===== src/rtl/idli_pkg.sv =====
// Shared idli types plus the retire-log record.
// IDLI_RETIRE_LOG_TS_EN adds a 32-bit timestamp field to rl_rec_t.
package idli_pkg;

    typedef logic [1:0]  ctr_t;
    typedef logic [15:0] data_t;

    typedef enum logic [1:0] {
        DST_NONE = 2'd0,
        DST_REG  = 2'd1,
        DST_P    = 2'd2,
        DST_MEM  = 2'd3
    } dst_t;

    localparam int RL_DROP_W = 8;
    localparam int RL_SEQ_W  = 8;
    localparam int RL_REG_W  = 4;
    localparam int RL_TS_W   = 32;

    typedef struct packed {
`ifdef IDLI_RETIRE_LOG_TS_EN
        logic [RL_TS_W-1:0]  ts;
`endif
        logic [RL_SEQ_W-1:0] seq;
        dst_t                dst;
        logic [RL_REG_W-1:0] dst_reg;
        logic                skip;
        data_t               data;
        logic                pred;
    } rl_rec_t;

endpackage


===== src/rtl/idli_rl_fifo_m.sv =====
// Synchronous first-word-fall-through FIFO for retire records.
// Pointers carry one extra wrap bit so full/empty need no counter.
module idli_rl_fifo_m #(
    parameter int  DEPTH = 8,
    parameter type T     = logic
) (
    input  logic i_gck,
    input  logic i_rst,
    input  logic i_push,
    input  logic i_pop,
    input  T     i_data,
    output T     o_data,
    output logic o_full,
    output logic o_empty
);

    localparam int AW = $clog2(DEPTH);

    logic [AW:0] wr_q, wr_d;
    logic [AW:0] rd_q, rd_d;
    T            mem_q [DEPTH];
    T            mem_d [DEPTH];
    logic        do_push;
    logic        do_pop;

    // Status, pointer advance and storage write.
    always_comb begin
        o_empty = (wr_q == rd_q);
        o_full  = (wr_q[AW] != rd_q[AW]) &&
                  (wr_q[AW-1:0] == rd_q[AW-1:0]);
        do_pop  = i_pop && !o_empty;
        do_push = i_push && (!o_full || do_pop);
        wr_d    = wr_q + {{AW{1'b0}}, do_push};
        rd_d    = rd_q + {{AW{1'b0}}, do_pop};
        mem_d   = mem_q;
        if (do_push) mem_d[wr_q[AW-1:0]] = i_data;
        o_data  = mem_q[rd_q[AW-1:0]];
    end

    // Pointer registers.
    always_ff @(posedge i_gck) begin
        if (i_rst) begin
            wr_q <= '0;
            rd_q <= '0;
        end else begin
            wr_q <= wr_d;
            rd_q <= rd_d;
        end
    end

    // Record storage; contents are don't-care until written.
    always_ff @(posedge i_gck) begin
        mem_q <= mem_d;
    end

endmodule


===== src/rtl/idli_retire_log_m.sv =====
// Retirement monitor: capture, scoreboard, sequence and overflow tracking.
// IDLI_RETIRE_LOG_TS_EN adds a free-running cycle timestamp to each record.
module idli_retire_log_m
    import idli_pkg::*;
#(
    parameter int DEPTH    = 8,
    parameter int NUM_REGS = 16,
    parameter int DATA_W   = 16,
    parameter int SEQ_W    = 8
) (
    input  logic                        i_rl_gck,
    input  logic                        i_rl_rst,
    input  ctr_t                        i_rl_ctr,
    input  logic                        i_rl_run,
    input  logic                        i_rl_skip,
    input  dst_t                        i_rl_dst,
    input  logic [$clog2(NUM_REGS)-1:0] i_rl_dst_reg,
    input  logic [DATA_W-1:0]           i_rl_wb_data,
    input  logic                        i_rl_pred,
    input  logic [NUM_REGS:0]           i_rl_sb_clr,
    output logic [NUM_REGS:0]           o_rl_sb,
    output logic                        o_rl_vld,
    input  logic                        i_rl_rdy,
    output rl_rec_t                     o_rl_rec,
    output logic                        o_rl_ovf,
    output logic [RL_DROP_W-1:0]        o_rl_drop_cnt
);

    localparam int REG_W = $clog2(NUM_REGS);

    logic                 done_q, done_d;
    logic                 pend_vld_q, pend_vld_d;
    dst_t                 pend_dst_q, pend_dst_d;
    logic [REG_W-1:0]     pend_reg_q, pend_reg_d;
    logic                 pend_skip_q, pend_skip_d;
    logic [SEQ_W-1:0]     seq_q, seq_d;
    logic [NUM_REGS:0]    sb_q, sb_d;
    logic                 ovf_q, ovf_d;
    logic [RL_DROP_W-1:0] drop_q, drop_d;
`ifdef IDLI_RETIRE_LOG_TS_EN
    logic [RL_TS_W-1:0]   ts_q, ts_d;
`endif

    logic    done;
    logic    pop;
    logic    drop;
    logic    full;
    logic    empty;
    rl_rec_t rec_in;
    rl_rec_t head;

    // Latch instruction fields at ctr==0 and flag completion after ctr==3.
    always_comb begin
        done_d      = (i_rl_ctr == 2'd3) && i_rl_run;
        pend_vld_d  = pend_vld_q;
        pend_dst_d  = pend_dst_q;
        pend_reg_d  = pend_reg_q;
        pend_skip_d = pend_skip_q;
        if ((i_rl_ctr == 2'd0) && i_rl_run) begin
            pend_vld_d  = 1'b1;
            pend_dst_d  = i_rl_dst;
            pend_reg_d  = i_rl_dst_reg;
            pend_skip_d = i_rl_skip;
        end
    end

    // Build the record, advance seq and track drops.
    always_comb begin
        done   = done_q && pend_vld_q;
        pop    = !empty && i_rl_rdy;
        drop   = done && full && !pop;
        rec_in = '0;
`ifdef IDLI_RETIRE_LOG_TS_EN
        rec_in.ts = ts_q;
        ts_d      = ts_q + 1'b1;
`endif
        rec_in.seq     = seq_q;
        rec_in.dst     = pend_dst_q;
        rec_in.dst_reg = pend_reg_q;
        rec_in.skip    = pend_skip_q;
        rec_in.data    = (pend_dst_q == DST_REG) ? i_rl_wb_data : '0;
        rec_in.pred    = i_rl_pred;
        seq_d  = done ? seq_q + 1'b1 : seq_q;
        ovf_d  = ovf_q | drop;
        drop_d = (drop && (drop_q != '1)) ? drop_q + 1'b1 : drop_q;
    end

    // Scoreboard: clears always win over a same-cycle set.
    always_comb begin
        sb_d = sb_q & ~i_rl_sb_clr;
        if (done) begin
            if ((pend_dst_q == DST_REG) && (pend_reg_q != '0))
                sb_d[pend_reg_q] = !pend_skip_q && !i_rl_sb_clr[pend_reg_q];
            if (pend_dst_q == DST_P)
                sb_d[NUM_REGS] = !pend_skip_q && !i_rl_sb_clr[NUM_REGS];
        end
        sb_d[0] = 1'b0;
    end

    // State registers.
    always_ff @(posedge i_rl_gck) begin
        if (i_rl_rst) begin
            done_q      <= 1'b0;
            pend_vld_q  <= 1'b0;
            pend_dst_q  <= DST_NONE;
            pend_reg_q  <= '0;
            pend_skip_q <= 1'b0;
            seq_q       <= '0;
            sb_q        <= '0;
            ovf_q       <= 1'b0;
            drop_q      <= '0;
`ifdef IDLI_RETIRE_LOG_TS_EN
            ts_q        <= '0;
`endif
        end else begin
            done_q      <= done_d;
            pend_vld_q  <= pend_vld_d;
            pend_dst_q  <= pend_dst_d;
            pend_reg_q  <= pend_reg_d;
            pend_skip_q <= pend_skip_d;
            seq_q       <= seq_d;
            sb_q        <= sb_d;
            ovf_q       <= ovf_d;
            drop_q      <= drop_d;
`ifdef IDLI_RETIRE_LOG_TS_EN
            ts_q        <= ts_d;
`endif
        end
    end

    idli_rl_fifo_m #(
        .DEPTH (DEPTH),
        .T     (rl_rec_t)
    ) u_fifo (
        .i_gck   (i_rl_gck),
        .i_rst   (i_rl_rst),
        .i_push  (done),
        .i_pop   (pop),
        .i_data  (rec_in),
        .o_data  (head),
        .o_full  (full),
        .o_empty (empty)
    );

    // Outputs; the head is masked while empty so reset shows a zero record.
    always_comb begin
        o_rl_sb       = sb_q;
        o_rl_vld      = !empty;
        o_rl_rec      = empty ? '0 : head;
        o_rl_ovf      = ovf_q;
        o_rl_drop_cnt = drop_q;
    end

endmodule


===== config.mk =====
export PLATFORM = sky130hd
export DESIGN_NAME = idli_retire_log_m
export DESIGN_NICKNAME = d
export VERILOG_FILES = /design/src/rtl/idli_pkg.sv /design/src/rtl/idli_rl_fifo_m.sv /design/src/rtl/idli_retire_log_m.sv
export SDC_FILE = /design/constraint.sdc
export NUM_CORES = 1
export LEC_CHECK = 0
export CAP_MARGIN = 40
export CORE_MARGIN = 2
export CORE_UTILIZATION = 45
export CTS_BUF_LIST = sky130_fd_sc_hd__clkbuf_8
export CTS_CLUSTER_DIAMETER = 80
export CTS_CLUSTER_SIZE = 10
export DETAILED_ROUTE_END_ITERATION = 6
export GPL_ROUTABILITY_DRIVEN = 0
export PLACE_DENSITY_LB_ADDON = 0.3
export SLEW_MARGIN = 20
export SYNTH_ARGS = -nofsm -noshare
export SYNTH_HDL_FRONTEND = slang
export SYNTH_SLANG_ARGS = --single-unit

===== constraint.sdc =====
create_clock -name i_rl_gck -period 5.9 [get_ports i_rl_gck]
set_input_delay 1.77 -clock i_rl_gck [delete_from_list [all_inputs] [get_ports i_rl_gck]]
set_output_delay 1.77 -clock i_rl_gck [all_outputs]
set_load 0.02 [all_outputs]

==> summary.md, run 1 <==
| Metric | Value |
|---|---|
| CP required | `roughly 4.1 ns` |
| Largest delay share family, worst path | `buffers and inverters` |
| Worst skew pair latency | `approximately 0.54 ns` |
| Period minus WS final | `about 4.9 ns` |
| Critical path peak fanout | `33` |
| Max stage delay cell, worst path | `dfxtp_4` |
| Post-Syn Instances | `between 600 and 700` |
| Synth top area cells | `edfxtp_1, mux4_2, dfxtp_1` |
| Cell taking the most area after synthesis | `edfxtp_1` |
| Worst-path clk slew | `0.07 ns` |
| Crit share post-route | `0.825` |
| Static Leak | `4.80 nW` |
| P per Cell Area | `approximately 260 nW/um2` |
| Clock sinks | `306` |
| Hold Vio Cnt, Final | `0` |
| Synth cell types | `43` |
| Placed cells | `between 1000 and 1500` |
| Relative slew slack | `0.480` |
| Width of the die | `169 um` |
| Core area | `26900 um2` |
| Inserted Diodes | `0` |
| Status | `finished clean` |
| Post-detail-place hpwl | `14.6 mm` |
| DR iter-0 viols | `~500` |
| H-tree depth | `2` |
| Layout Nets | `roughly 860` |
| Skew final | `between 0.02 and 0.03 ns` |
| Remaining routing DRC violations | `0` |
| Ports | `106` |
| TritonCTS clock tree | `yes` |
| VDD IR max | `167 uV` |
| Layout cell share with drive strength beyond 1 | `0.187` |
| Bufs and invs on worst path | `2` |
| Starting Density | `0.456` |
| Top FF cell, synth | `edfxtp_1` |
| Clock Path Buffers | `3` |
| First-pass GRT wire length | `39.1 mm` |
| Die span in y | `around 170 um` |
| Congestion Overflow GR | `0` |
| Post-Syn Nets | `~740` |
| Max cap viols | `0` |
| Slowest stage delay, CP | `0.79 ns` |
| Fin cells | `~1200` |
| Ys Warns | `0` |
| Post-CTS Hold Buffers | `0` |
| Resized cells post-CTS | `0` |
| Worst slew pin tran | `about 0.78 ns` |
| Critical Path AT | `3.10 ns` |
| Area of the die | `28600 um2` |
| Via count | `6505` |
| CTS Buf Count | `36` |
| CP Class | `flop to output pin` |
| Netlist Area Pre-Place | `about 12000 um2` |
| Largest net degree at the start of global routing | `55` |
| Endpoints failing setup | `0` |
| Root Buffer | `clkbuf_8` |
| Critical Path End Type | `output pin` |
| Post-synth EDFFs | `approximately 260` |
| TNS Setup | `0 ns` |
| Vias in the first global route | `about 6800` |
| Crit path launch type | `flop` |
| Setup bufs post-CTS | `0` |
| Sequential share of the synthesized area | `0.709` |
| Synth top area share | `0.628` |
| Initial antenna violation count | `0` |
| Hold WC Path Type | `flop to flop` |
| Fmax | `slightly above 0.2 GHz` |
| Layout area overhead | `18.0%` |
| Buffers on Ports | `104` |
| Ys async rst share | `0` |
| Wirelength per Cell | `approximately 21 um` |
| Pre-antenna DRT Iters | `4` |
| CP Cell Sequence | `buf_4 -> mux4_2 -> mux2i_1 -> nor2_1 -> clkdlybuf4s50_1` |
| Cell row count | `60` |
| Post-Syn Area per Cell | `17.8 um2` |
| Drt total wl | `between 20 and 30 mm` |
| Yosys reg bits | `306` |
| RSZ-0062 raised after global routing | `false` |
| Tot GR Track Use | `0.180` |
| Vias per cell | `about 5.5` |
| Slew Viols, Final | `0` |
| Post-route ant nets | `0` |
-- registers in the layout, summed over array words and instances (netlist names), 2 cells and up --
signal,cells
u_fifo.mem_q,256
pend_dst_q,2
u_fifo.rd_q,4
seq_q,8
pend_reg_q,4
o_rl_drop_cnt,8
o_rl_sb,16
u_fifo.wr_q,4
-- power breakdown --
part	leakage (nW)	internal (W)	switching (W)	total, W
combinational	1.46	0.0000468	0.0000356	0.0000825
sequential	2.92	0.00232	0.00000910	0.00233
clock	0.419	0.000629	0.000716	0.00135
-- synth_stat cells (6+ instances only) --
cell type / n
edfxtp_1: 256
mux4_2: 67
nor2_1: 57
dfxtp_1: 50
mux2i_1: 48
clkbuf_1: 28
and2_1: 19
nand2_1: 15
nor3b_1: 11
a21oi_1: 10
nand4_1: 9
inv_1: 8
xor2_1: 8
and3_1: 7
nor2b_1: 7
or3b_2: 7
xnor2_1: 7
buf_1: 6
buf_2: 6
ha_1: 6
mux2_2: 6
nand3_1: 6
-- layout make-up --
type	instances	area, um2
clock buffer	37	509
clock inverter	29	143
sequential	306	8690
timing repair buffer	122	1250
tap	341	427
multi-input combinational	334	3400
fill	2135	12400
inverter	8	30.0
-- stage by stage --
stage	cell area (um2)	util	hold WS, ns	power (W)	setup WS [ns]
2_1_floorplan	12200	-	0.454	0.00241	0.861
3_3_place_gp	13700	0.510	0.464	0.00246	1.51
3_5_place_dp	13800	0.514	0.498	0.00246	1.47
4_1_cts	14500	0.538	0.507	0.00380	0.878
5_1_grt	14500	0.538	0.548	0.00390	0.794
6_report	14500	0.538	0.506	0.00376	1.03
-- per-layer routing --
| layer | vias up | track usage | routed length [um] |
|---|---|---|---|
| li1 | 2947 | - | - |
| met1 | 3311 | 0.242 | 11000 |
| met2 | 211 | 0.301 | 12200 |
| met3 | 36 | 0.0353 | 1410 |
| met4 | 0 | 0.0498 | 511 |
| met5 | - | 0 | 0 |
-- worst paths after layout --
path,cells past startpoint,slack (ns),startpoint,end
setup / recovery,5,1.03,u_fifo.rd_q[0]$_SDFF_PP0_,o_rl_rec[13]
hold reg to reg,2,0.51,pend_vld_q$_SDFFE_PP0P_,pend_vld_q$_SDFFE_PP0P_
hold / removal,2,0.51,pend_vld_q$_SDFFE_PP0P_,pend_vld_q$_SDFFE_PP0P_
setup reg to reg,6,2.97,u_fifo.rd_q[0]$_SDFF_PP0_,u_fifo.mem_q[21]$_DFFE_PP_
-- cell families after synthesis --
family | Yosys count | synth area share
xor+xnor | 15 | 0.0107
compound gates | 30 | 0.0170
other cells | 1 | 0.000306
fa+ha+maj | 6 | 0.00613
buf+inv | 50 | 0.0165
flops | 306 | 0.709
mux | 121 | 0.168
simple gates | 161 | 0.0720
-- worst min-delay path, cell delays in order (launching register included) --
cell and delay, ns:
dfxtp_1 0.32, nor2_1 0.10, nor2_1 0.04
-- layout by cell type (no fill, tap or decap), types with 7 or more instances in the layout --
master,count
clkbuf_8,37
nand4_1,9
clkdlybuf4s50_1,104
inv_1,34
nor2_1,56
xor2_1,8
and2_1,19
nor3b_1,8
a21oi_1,10
xnor2_1,7
edfxtp_1,256
mux4_2,67
dfxtp_1,47
or3b_2,7
buf_4,13
nand2_1,15
mux2i_1,48
No activity file was read; power rests on OpenSTA's default activity.
==> inputs of run 2 (changes only) <==
==> constraint.sdc (replaced) <==
create_clock -name i_rl_gck -period 5 [get_ports i_rl_gck]
set_input_delay 1.5 -clock i_rl_gck [delete_from_list [all_inputs] [get_ports i_rl_gck]]
set_output_delay 1.5 -clock i_rl_gck [all_outputs]
set_load 0.02 [all_outputs]
==> summary.md, run 2 (same netlist as run 1, synthesis figures left out) <==
| Metric | Value |
|---|---|
| Largest delay share family, worst path | `buffers and inverters (unchanged)` |
| DR iter-0 viols | `462 (was 503)` |
| Largest net degree at the start of global routing | `67 (was 55)` |
| Post-CTS Hold Buffers | `0 (unchanged)` |
| Worst setup path startpoint | `u_fifo.rd_q[0]$_SDFF_PP0_ (unchanged)` |
| Switching pwr | `0.000841 W (was 0.000761 W)` |
| Worst slew pin tran | `0.739 ns (was 0.778 ns)` |
| Layout cell share with drive strength beyond 1 | `0.192 (was 0.187)` |
| Setup bufs post-CTS | `0 (unchanged)` |
| Pre-antenna DRT Iters | `5 (was 4)` |
| Power Total | `0.00436 W (was 0.00376 W)` |
| Post-detail-place hpwl | `14.3 mm (was 14.6 mm)` |
| Worst skew pair latency | `0.52 ns (was 0.54 ns)` |
| Clock Path Buffers | `3 (unchanged)` |
| Root Buffer | `clkbuf_8 (unchanged)` |
| Bufs and invs on worst path | `2 (unchanged)` |
| Crit path launch type | `flop (unchanged)` |
| Most frequent cells in the layout | `edfxtp_1, clkdlybuf4s50_1, mux4_2, nor2_1, mux2i_1 (unchanged)` |
| Skew final | `0.0166 ns (was 0.0252 ns)` |
| Worst Hold Slack | `0.497 ns (was 0.506 ns)` |
| Register Area | `8690 um2 (unchanged)` |
| Slowest stage delay, CP | `0.68 ns (was 0.79 ns)` |
| Slew Viols, Final | `0 (unchanged)` |
| Filler Cell Count | `2125 (was 2135)` |
| TNS Setup | `0 ns (unchanged)` |
| Vias in the first global route | `6921 (was 6839)` |
| Net Sw Frac | `0.193 (was 0.203)` |
| CP required | `3.50 ns (was 4.13 ns)` |
| Width of the die | `169 um (unchanged)` |
| Max stage delay cell, worst path | `dfxtp_4 (unchanged)` |
| Layout Nets | `865 (was 861)` |
| CP Cell Sequence | `buf_4 -> mux4_2 -> mux2i_1 -> nor2_1 -> clkdlybuf4s50_1 (unchanged)` |
| Core area | `26900 um2 (unchanged)` |
| Critical path peak fanout | `27 (was 33)` |
| Period minus WS final | `roughly 4.5 ns` |
| VDD IR max | `131 uV (was 167 uV)` |
| Multi-input logic area | `3390 um2 (was 3400 um2)` |
| Ports | `106 (unchanged)` |
| H-tree depth | `2 (unchanged)` |
| Clock sinks | `306 (unchanged)` |
| Via count | `6549 (was 6505)` |
| RSZ-0062 raised after global routing | `false (unchanged)` |
| CTS Buf Count | `36 (unchanged)` |
| Resized cells post-CTS | `0 (unchanged)` |
| Wirelength per Cell | `21.4 um (was 21.3 um)` |
| Tot GR Track Use | `0.178 (was 0.180)` |
| Flop pwr share | `0.631 (was 0.620)` |
| Congestion Overflow GR | `0 (unchanged)` |
| Status | `finished clean (unchanged)` |
| Critical Path AT | `2.97 ns (was 3.10 ns)` |
| Remaining routing DRC violations | `0 (unchanged)` |
| Cell row count | `60 (unchanged)` |
| Hold WC Path Type | `flop to flop (unchanged)` |
| Combinational power share | `0.023 (was 0.022)` |
| Most common cell after layout, fill and taps aside | `edfxtp_1 (unchanged)` |
| Relative slew slack | `0.508 (was 0.480)` |
| CP Class | `flop to output pin (unchanged)` |
| Inserted Diodes | `0 (unchanged)` |
| Post-route ant nets | `0 (unchanged)` |
| Buffers on Ports | `104 (unchanged)` |
| Starting Density | `0.456 (unchanged)` |
| P per Cell Area | `304 nW/um2 (was 260 nW/um2)` |
| Critical Path End Type | `output pin (unchanged)` |
| Max cap viols | `0 (unchanged)` |
| Int Pwr | `0.00352 W (was 0.00299 W)` |
| Layout area overhead | `17.2% (was 18.0%)` |
| Fmax | `around 0.22 GHz` |
| Reg with most FFs | `u_fifo.mem_q (unchanged)` |
| Clock network power share | `0.347 (was 0.358)` |
| Crit share post-route | `0.894` |
| Endpoints failing setup | `0 (unchanged)` |
| Die span in y | `169 um (unchanged)` |
| Initial antenna violation count | `0 (unchanged)` |
| First-pass GRT wire length | `38.6 mm (was 39.1 mm)` |
| Area of the die | `28600 um2 (unchanged)` |
| Drt total wl | `25.0 mm (was 25.1 mm)` |
| Worst-path clk slew | `0.07 ns (about the same)` |
| Largest register FFs | `256 (unchanged)` |
| TritonCTS clock tree | `yes (unchanged)` |
| Worst hold path startpoint | `o_rl_ovf$_SDFF_PP0_ (was pend_vld_q$_SDFFE_PP0P_)` |
| Static Leak | `4.73 nW (was 4.80 nW)` |
| Vias per cell | `5.62 (was 5.53)` |
| Hold Vio Cnt, Final | `0 (unchanged)` |
| Worst r2r src | `u_fifo.rd_q[0]$_SDFF_PP0_ (unchanged)` |
==> run 2: worst reg2reg max path, stage by stage (launching register included) <==
cell	delay, ns
dfxtp_4	0.68
xnor2_1	0.16
nand3_1	0.43
o311ai_0	0.21
buf_4	0.20
nor2_4	0.55
buf_4	0.32
==> run 2: through the flow <==
| stage | utilization | setup WS (ns) | instances | instance area (um2) |
|---|---|---|---|---|
| finish | 0.534 | 0.532 | 1165 | 14300 |
| global route | 0.534 | 0.243 | 1165 | 14300 |
| CTS | 0.534 | 0.413 | 1165 | 14300 |
| detailed placement | 0.512 | 1.00 | 1115 | 13800 |
| global placement | 0.512 | 1.02 | 1114 | 13800 |
| floorplan | - | 0.231 | 690 | 12200 |
==> run 2: metal layers <==
metal	up-vias	GRT usage	wire (um)
met5	-	0	0
met4	0	0.0442	417
met3	38	0.0367	1440
met2	203	0.294	12100
met1	3372	0.244	11000
li1	2936	-	-
==> run 2: final timing paths <==
check	end	slack (ns)	cells after the start
worst min register to register	o_rl_ovf$_SDFF_PP0_	0.50	2
worst min-delay path	o_rl_ovf$_SDFF_PP0_	0.50	2
worst max-delay path	o_rl_rec[16]	0.53	5
worst max register to register	u_fifo.mem_q[26]$_DFFE_PP_	2.13	6
==> run 2: final cells by class <==
class                   instances  area share
clock inverters                13     0.00523
well taps                     341      0.0297
inverters                       8     0.00209
clock buffers                  37      0.0355
flip-flops and latches        306       0.606
repair buffers                126      0.0852
multi-input cells             334       0.236
==> run 2: power groups by stage <==
stage           logic, W  registers (W)  clock network (W)
3_5_place_dp   0.0000992        0.00280                  0
3_3_place_gp   0.0000969        0.00280                  0
6_report       0.0000992        0.00275            0.00151
5_1_grt         0.000107        0.00275            0.00167
4_1_cts        0.0000997        0.00275            0.00156
2_1_floorplan  0.0000473        0.00280                  0
==> inputs of run 3 (changes only) <==
==> constraint.sdc (replaced) <==
create_clock -name i_rl_gck -period 5.4 [get_ports i_rl_gck]
set_input_delay 1.62 -clock i_rl_gck [delete_from_list [all_inputs] [get_ports i_rl_gck]]
set_output_delay 1.62 -clock i_rl_gck [all_outputs]
set_load 0.02 [all_outputs]
==> summary.md, run 3 (same netlist as run 1, synthesis figures left out) <==
| Metric | Value |
|---|---|
| Setup bufs post-CTS | `0 (unchanged)` |
| Tot GR Track Use | `0.179 (was 0.178)` |
| Root Buffer | `clkbuf_8 (unchanged)` |
| Endpoints failing setup | `0 (unchanged)` |
| VDD IR max | `185 uV (was 131 uV)` |
| Cell row count | `60 (unchanged)` |
| Skew final | `0.0144 ns (was 0.0166 ns)` |
| Post-CTS Hold Buffers | `0 (unchanged)` |
| Relative slew slack | `0.493 (was 0.508)` |
| Most common cell after layout, fill and taps aside | `edfxtp_1 (unchanged)` |
| Core area | `26900 um2 (unchanged)` |
| Most frequent cells in the layout | `edfxtp_1, clkdlybuf4s50_1, mux4_2, nor2_1, mux2i_1 (unchanged)` |
| Reg with most FFs | `u_fifo.mem_q (unchanged)` |
| Vias per cell | `5.57 (was 5.62)` |
| Layout cell share with drive strength beyond 1 | `0.190 (was 0.192)` |
| Layout area overhead | `17.6% (was 17.2%)` |
| P per Cell Area | `283 nW/um2 (was 304 nW/um2)` |
| Layout Nets | `863 (was 865)` |
| Hold Path Depth | `2 (unchanged)` |
| Cell count of the worst reg-to-reg path | `6 (unchanged)` |
| Critical Path End Type | `output pin (unchanged)` |
| Buffers on Ports | `104 (unchanged)` |
| Status | `finished clean (unchanged)` |
| Resized cells post-CTS | `0 (unchanged)` |
| Max cap viols | `0 (unchanged)` |
| Via count | `6524 (was 6549)` |
| TritonCTS clock tree | `yes (unchanged)` |
| Worst r2r src | `u_fifo.rd_q[0]$_SDFF_PP0_ (unchanged)` |
| Crit share post-route | `0.859` |
| Slew Viols, Final | `0 (unchanged)` |
| Hold WC Path Type | `flop to flop (unchanged)` |
| Wirelength per Cell | `21.5 um (was 21.4 um)` |
| CTS Buf Count | `36 (unchanged)` |
| Drt total wl | `25.1 mm (was 25.0 mm)` |
| TNS Setup | `0 ns (unchanged)` |
| CP Class | `flop to output pin (unchanged)` |
| Multi-input logic area | `3390 um2 (unchanged)` |
| Crit path launch type | `flop (unchanged)` |
| Congestion Overflow GR | `0 (unchanged)` |
| DR iter-0 viols | `448 (was 462)` |
| Filler Cell Count | `2138 (was 2125)` |
| Width of the die | `169 um (unchanged)` |
| Vias in the first global route | `6891 (was 6921)` |
| Inserted Diodes | `0 (unchanged)` |
| Remaining routing DRC violations | `0 (unchanged)` |
| First-pass GRT wire length | `39.0 mm (was 38.6 mm)` |
| Die span in y | `169 um (unchanged)` |
| Worst slew pin tran | `0.761 ns (was 0.739 ns)` |
| H-tree depth | `2 (unchanged)` |
| Design Area, Final | `14400 um2 (was 14300 um2)` |
| Period minus WS final | `~4.6 ns` |
| Critical path peak fanout | `28 (was 27)` |
| Largest net degree at the start of global routing | `53 (was 67)` |
| Starting Density | `0.456 (unchanged)` |
| Power Total | `0.00408 W (was 0.00436 W)` |
| Clock sinks | `306 (unchanged)` |
| Area of the die | `28600 um2 (unchanged)` |
| Pre-antenna DRT Iters | `5 (unchanged)` |
| Worst Hold Slack | `0.488 ns (was 0.497 ns)` |
| Initial antenna violation count | `0 (unchanged)` |
| Register Area | `8690 um2 (unchanged)` |
| Reg-to-Reg End | `u_fifo.mem_q[77]$_DFFE_PP_ (was u_fifo.mem_q[26]$_DFFE_PP_)` |
| Post-detail-place hpwl | `14.4 mm (was 14.3 mm)` |
| CP required | `3.78 ns (was 3.50 ns)` |
| Clock Path Buffers | `3 (unchanged)` |
| Largest register FFs | `256 (unchanged)` |
| Endpoint, Worst Hold | `o_rl_ovf$_SDFF_PP0_ (unchanged)` |
| Ports | `106 (unchanged)` |
| Static Leak | `4.76 nW (was 4.73 nW)` |
| Worst skew pair latency | `0.53 ns (was 0.52 ns)` |
| Flop-to-flop setup slack | `2.60 ns (was 2.13 ns)` |
| Fmax | `between 0.2 and 0.25 GHz` |
| Critical Path AT | `3.02 ns (was 2.97 ns)` |
| Post-route ant nets | `0 (unchanged)` |
| Worst-path clk slew | `0.07 ns (about the same)` |
| Hold Vio Cnt, Final | `0 (unchanged)` |
| RSZ-0062 raised after global routing | `false (unchanged)` |
| Worst hold path startpoint | `o_rl_ovf$_SDFF_PP0_ (unchanged)` |
| Placed Area | `13800 um2 (about the same)` |
[run 3: changes by cell type in the layout (fill, tap and decap cells not counted), sizes merged]
cell / previous run / this run
clkinvlp: 0 / 2
buf: 22 / 20
inv: 20 / 26
[run 3: metal layers]
layer	vias up	share of wire	GRT usage	routed length, um
li1	2953	-	-	-
met2	221	0.49	0.303	12300
met5	-	0	0	0
met3	26	0.059	0.0339	1480
met4	0	0.012	0.0390	301
met1	3324	0.44	0.244	11000
[run 3: worst max-delay path: stages (launching register included)]
cell	delay (ns)
dfxtp_4	0.69
buf_4	0.42
mux4_2	0.55
mux2i_1	0.16
nor2_1	0.10
clkdlybuf4s50_1	0.56
[run 3: report_power, final]
part	internal [W]	switching, W	total (W)	leakage [nW]
clock	0.000680	0.000765	0.00144	0.376
sequential	0.00253	0.00000939	0.00254	2.92
combinational	0.0000518	0.0000409	0.0000927	1.46
total	0.00327	0.000815	0.00408	4.76
[run 3: how the worst max path moves through the flow]
stage,startpoint,slack (ns),endpoint
after floorplan,i_rl_rdy,0.51,u_fifo.mem_q[224]$_DFFE_PP_
after global placement,u_fifo.rd_q[0]$_SDFF_PP0_,1.21,o_rl_rec[25]
after detailed placement,u_fifo.rd_q[0]$_SDFF_PP0_,1.22,o_rl_rec[25]
after CTS,u_fifo.rd_q[0]$_SDFF_PP0_,0.64,o_rl_rec[18]
after global routing,u_fifo.rd_q[0]$_SDFF_PP0_,0.55,o_rl_rec[25]
final,u_fifo.rd_q[0]$_SDFF_PP0_,0.76,o_rl_rec[18]
[run 3: cell type report]
class                   count  share of cell area
flip-flops and latches    306               0.604
multi-input cells         334               0.235
repair buffers            124              0.0860
clock buffers              37              0.0354
well taps                 341              0.0296
clock inverters            21             0.00782
inverters                   8             0.00208
[run 3: per-stage QoR]
step,std cells,worst slack (ns),utilization
4_1_cts,1171,0.641,0.536
2_1_floorplan,690,0.511,-
3_3_place_gp,1110,1.21,0.510
3_5_place_dp,1113,1.22,0.513
6_report,1171,0.763,0.536
5_1_grt,1171,0.554,0.536
